==> src/rtl/nes_boot_controller.sv <==
// nes_boot_controller
// Boot sequencer for the NES SoC. It waits until the UART receive buffer holds
// a complete NROM image, then checks the 4-byte iNES magic and reports the
// result over UART ("S" or "F"). On a pass it streams the PRG+CHR payload into
// the cartridge ROM programming port, one byte per cycle, and then releases
// the CPU/PPU. Every output comes straight from a register.
module nes_boot_controller #(
  parameter int              ADDR_W   = 16,
  parameter logic [ADDR_W-1:0] NROM_END = 16'h600F,
  parameter int              HDR_LEN  = 16
) (
  input  logic              nios_clk,
  input  logic              rst,
  input  logic              read_valid,
  input  logic [7:0]        uart_DO,
  input  logic              send_done,
  output logic [ADDR_W-1:0] read_ptr,
  output logic              rx_clear,
  output logic              tx_clear,
  output logic [15:0]       send_ptr,
  output logic [7:0]        tx_DI,
  output logic              rom_prog,
  output logic [7:0]        rom_prog_di,
  output logic [ADDR_W-1:0] rom_prog_addr,
  output logic              cpu_run,
  output logic [2:0]        nes_state
);

  localparam logic [2:0] S_OFF              = 3'd0;
  localparam logic [2:0] S_RUNNING          = 3'd1;
  localparam logic [2:0] S_LOADING          = 3'd2;
  localparam logic [2:0] S_VERIFICATION_END = 3'd3;
  localparam logic [2:0] S_VERIFYING        = 3'd4;

  localparam logic [7:0] TX_PASS = 8'h53;
  localparam logic [7:0] TX_FAIL = 8'h46;

  localparam logic [ADDR_W-1:0] HDR_BASE = ADDR_W'(HDR_LEN);
  localparam logic [ADDR_W-1:0] PTR_ONE  = ADDR_W'(1);

  logic [2:0] state;

  // Expected iNES magic byte ("NES\x1A") for header position idx.
  function automatic logic [7:0] magic_byte(input logic [1:0] idx);
    logic [7:0] b;
    case (idx)
      2'd0:    b = 8'h4E;
      2'd1:    b = 8'h45;
      2'd2:    b = 8'h53;
      2'd3:    b = 8'h1A;
      default: b = 8'h00;
    endcase
    return b;
  endfunction

  assign nes_state = state;

  // Boot FSM together with all its registered outputs; rst aborts any activity.
  always_ff @(posedge nios_clk) begin
    if (rst) begin
      state         <= S_OFF;
      read_ptr      <= NROM_END;
      rx_clear      <= 1'b1;
      tx_clear      <= 1'b1;
      send_ptr      <= 16'd0;
      tx_DI         <= 8'h00;
      rom_prog      <= 1'b0;
      rom_prog_di   <= 8'h00;
      rom_prog_addr <= '0;
      cpu_run       <= 1'b0;
    end else begin
      rx_clear <= 1'b0;
      tx_clear <= 1'b0;
      case (state)
        S_OFF: begin
          send_ptr <= 16'd0;
          rom_prog <= 1'b0;
          cpu_run  <= 1'b0;
          // read_ptr parks on the last image byte, so read_valid means "image complete"
          if (read_valid) begin
            state    <= S_VERIFYING;
            read_ptr <= '0;
          end else begin
            read_ptr <= NROM_END;
          end
        end
        S_VERIFYING: begin
          if (uart_DO != magic_byte(read_ptr[1:0])) begin
            tx_DI    <= TX_FAIL;
            send_ptr <= 16'd0;
            state    <= S_VERIFICATION_END;
          end else if (read_ptr[1:0] != 2'd3) begin
            read_ptr <= read_ptr + PTR_ONE;
          end else begin
            tx_DI    <= TX_PASS;
            send_ptr <= 16'd0;
            state    <= S_VERIFICATION_END;
          end
        end
        S_VERIFICATION_END: begin
          if (send_done) begin
            send_ptr <= 16'd0;
            tx_clear <= 1'b1;
            if (tx_DI == TX_PASS) begin
              read_ptr      <= HDR_BASE;
              rom_prog_addr <= '0;
              state         <= S_LOADING;
            end else begin
              // failed image: flush the buffer and wait for a fresh one
              rx_clear <= 1'b1;
              read_ptr <= NROM_END;
              state    <= S_OFF;
            end
          end else begin
            send_ptr <= 16'd1;
          end
        end
        S_LOADING: begin
          rom_prog      <= 1'b1;
          rom_prog_di   <= uart_DO;
          rom_prog_addr <= read_ptr - HDR_BASE;
          // the last byte is issued on this edge; read_ptr never passes NROM_END
          if (read_ptr == NROM_END) begin
            state <= S_RUNNING;
          end else begin
            read_ptr <= read_ptr + PTR_ONE;
          end
        end
        S_RUNNING: begin
          cpu_run  <= 1'b1;
          rom_prog <= 1'b0;
        end
        default: begin
          state    <= S_OFF;
          read_ptr <= NROM_END;
          send_ptr <= 16'd0;
          rom_prog <= 1'b0;
          cpu_run  <= 1'b0;
        end
      endcase
    end
  end

endmodule

==> config.mk <==
export PLATFORM = sky130hd
export DESIGN_NAME = nes_boot_controller
export DESIGN_NICKNAME = d
export VERILOG_FILES = /design/src/rtl/nes_boot_controller.sv
export SDC_FILE = /design/constraint.sdc
export NUM_CORES = 1
export LEC_CHECK = 0
export ABC_AREA = 1
export BUFFER_PORTS_ARGS = -buffer_cell sky130_fd_sc_hd__buf_2
export CAP_MARGIN = 40
export CELL_PAD_IN_SITES_DETAIL_PLACEMENT = 0
export CELL_PAD_IN_SITES_GLOBAL_PLACEMENT = 1
export CORE_ASPECT_RATIO = 0.6
export CORE_UTILIZATION = 40
export CTS_BUF_LIST = sky130_fd_sc_hd__clkbuf_8
export DETAILED_ROUTE_END_ITERATION = 7
export PLACE_DENSITY_LB_ADDON = 0.1
export SETUP_SLACK_MARGIN = 0.2
export SLEW_MARGIN = 20
export SYNTH_ARGS = -nofsm -noshare
export SYNTH_HDL_FRONTEND = slang
export SYNTH_SLANG_ARGS = --single-unit
export TNS_END_PERCENT = 20
==> constraint.sdc <==
create_clock -name nios_clk -period 3.55 [get_ports nios_clk]
set_input_delay 0.5325 -clock nios_clk [delete_from_list [all_inputs] [get_ports nios_clk]]
set_output_delay 0.5325 -clock nios_clk [all_outputs]
set_load 0.05 [all_outputs]
==> summary.txt <==
Global routing
  • Grt total ovfl: 0
  • Largest net degree at the start of global routing: 30
  • Vias in the first global route: 2,548
  • First-pass GRT wire length: 13.66 mm
  • GRT Total Usage: approximately 22%
  • Initial antenna violation count: 0

STA
  • Min Tclk post-route: 2.398 ns
  • Fmax achieved: 417.0 MHz
  • Setup violators final: 0
  • Worst Skew: 0.009672 ns
  • RSZ-0062 raised after global routing: false
  • Hold Fails Final Rpt: 0
  • Final slew viol count: 0
  • Part of the cycle the worst path needs: 67.55%
  • Slew HR: 48.04%
  • Total negative slack: 0 ns
  • Slew @ Worst Pin: 0.7765 ns

Synthesis
  • Synth Instances: 465
  • Netlist cell types: 31
  • Synthesized area: 3034 um^2
  • Avg Cell Area, Syn: 6.525 um^2
  • Register area share after synthesis: 33.65%
  • Synth warn: 0
  • Top cell type's share of synthesized area: 33.65%
  • Yosys top cell by area: dfxtp_1
  • Top cells by area, synth: dfxtp_1, nand2_1, nand3_1, inv_1, a21oi_1
  • Register bit total from synthesis: just over 50

Power
  • VDD IR-drop max: 0.3692 mV
  • Flop pwr share: 28.3%
  • Sw frac: a little under three fifths
  • Tot Pwr: about 0.0032 W
  • Internal Pwr Total: about 0.0014 W
  • Leakage: between 1.5 and 2 nW
  • Pwr dens: roughly 940 nW/um^2
  • Comb power frac: 59.7%
  • NetSw: 0.001818 W
  • Clock power frac: 12.1%

Layout
  • Layout Nets: ~540
  • Final Non-Filler Cells: 620
  • Final Core Density: 46.59%
  • Synthesis-to-finish area growth: 12.04%
  • Commonest non-fill, non-tap cell in the layout: nand2_1
  • Share of layout cells above drive strength 1: roughly a fifth
  • Design area: 3400 um^2
  • Antenna fix cells: 0
  • Commonest non-fill, non-tap cells in the layout: nand2_1, buf_2, inv_1, nand3_1, dfxtp_1

Setup path
  • Crit path launch type: flop
  • Crit path max-delay cell type: dfxtp_1
  • CP required: about 3.8 ns
  • Reg2reg start: read_ptr[0]
  • Critical path launch point: read_ptr[0]
  • Crit path arrival time: 2.66 ns
  • Setup CP Type: reg2reg
  • Critical path's largest stage delay: 0.52 ns
  • Reg2reg setup slack: 1.15 ns
  • Worst setup EP type: flop
  • Worst path cell trace: inv_1, ha_1, inv_1, nand3_1, nand2_1, inv_1, nor2_1, nand3_1, nand2_2, nand2_4, inv_2, nor2_1, nor2_1
  • Crit Path Max Fanout: 15

Floorplanning
  • Core area: 7297 um^2
  • Die X: 114.4 um
  • Die area: 7950 um^2
  • Initial Util: 41.58%
  • Die height: roughly 70 um
  • Row count: 24
  • Number of top-level pins: 83

Detailed routing
  • Remaining DRCs: 0
  • DRT Pass-1 Iters: 4
  • Drt via density: 4.742
  • Initial detailed-routing violation count: between 150 and 200
  • DR WL/cell: 13.65 um
  • Final ANT Viol Nets: 0
  • WL final: 8.461 mm
  • Vias: 2,940

Clock tree
  • CTS buffer count: 5
  • CTS Sinks: 51
  • Cts repair resizes: 0
  • Max H-tree Level: 2
  • Root buf cell: clkbuf_8
  • Max clock buf depth: 2
  • Hold_buf cts: 0
  • Clock-pin slew on the worst setup and hold paths: around 0.1 ns
  • Worst skew pair latency: 0.32 ns
  • CTS tree: yes
  • Post-CTS Setup Bufs: 0

Hold path
  • HP Class: in2reg
  • Min-delay src: send_done

Place
  • HPWL Detailed: between 6 and 7 mm
  • Cells after DPL: about 610
  • PortBufs: 64
  • GPL Wtd Cong: 0.9142
  • Placed cell area: 3296 um^2

Run status
  • Status: complete, no violations

Flow run
  • Max cap viols: 0
[sequential cells by signal, summed over array words and instances (netlist names)]
name / count
cpu_run: 1
nes_state: 3
read_ptr: 16
rom_prog: 1
rom_prog_addr: 16
rom_prog_di: 8
rx_clear: 1
send_ptr: 1
tx_DI: 3
tx_clear: 1
[metrics by stage]
step | hold slack [ns] | worst slack, ns
floorplan | 0.6489 | 1.367
global placement | 0.4426 | 1.238
detailed placement | 0.4507 | 1.194
CTS | 0.4170 | 1.162
global route | 0.4325 | 0.9454
finish | 0.4263 | 1.152
[final cells by class]
type                    count  area (um^2)
inverters                  58        217.7
clock inverters             1        7.507
fillers                   809         3897
repair buffers             65        327.8
flip-flops and latches     51         1021
well taps                 104        130.1
clock buffers               7        96.34
multi-input cells         334         1599
[critical path, delay by kind of cell, from the launching register on]
| family | cells | cell delay (ns) |
|---|---|---|
| buf+inv | 4 | 0.44 |
| flops | 1 | 0.52 |
| fa+ha+maj | 1 | 0.33 |
| simple gates | 8 | 1.03 |
[per-layer routing]
layer	up-vias	share of wire, %	track usage (%)
li1	1532	-	-
met1	1291	55	37.38
met2	109	35	27.61
met3	8	8.9	5.594
met4	0	0.80	4.762
met5	-	0	0
[power groups by stage]
stage | Sequential, W | Combinational (W) | Clock [W]
6_report | 0.000903 | 0.00191 | 0.000385
5_1_grt | 0.000930 | 0.00209 | 0.000424
4_1_cts | 0.000902 | 0.00191 | 0.000400
3_5_place_dp | 0.000912 | 0.00190 | 0
3_3_place_gp | 0.000912 | 0.00189 | 0
2_1_floorplan | 0.00136 | 0.00109 | 0
[Yosys cell counts]
cell / instances
or2_2: 3
nor2_4: 2
nand3_1: 51
o211ai_1: 1
nand2_2: 2
buf_6: 3
nor2_1: 43
buf_2: 10
nor3_1: 10
clkbuf_1: 5
nand3_2: 2
nor2_2: 6
buf_4: 21
o21ai_0: 24
nand2_1: 113
nand3b_1: 2
a21oi_2: 1
dfxtp_1: 51
a21boi_0: 1
inv_2: 5
conb_1: 1
xnor2_1: 1
a21oi_1: 33
ha_1: 8
nor3_2: 2
inv_1: 53
nand4_1: 7
a31oi_1: 1
nand2_4: 1
nor3b_1: 1
o31ai_1: 1
[worst paths after layout]
kind	end	depth (start not counted)
max	read_ptr[9]	13
min	tx_clear	3
max reg2reg	read_ptr[9]	13
min reg2reg	send_ptr[0]	2
[logic make-up after synthesis]
group	count (synthesis)	share of synthesized area, %
xor+xnor	1	0.2887
compound gates	62	10.64
simple gates	245	36.25
buf+inv	97	15.75
flops	51	33.65
other cells	1	0.1236
fa+ha+maj	8	3.299
Note: power is estimated with default switching activity, not from simulation.
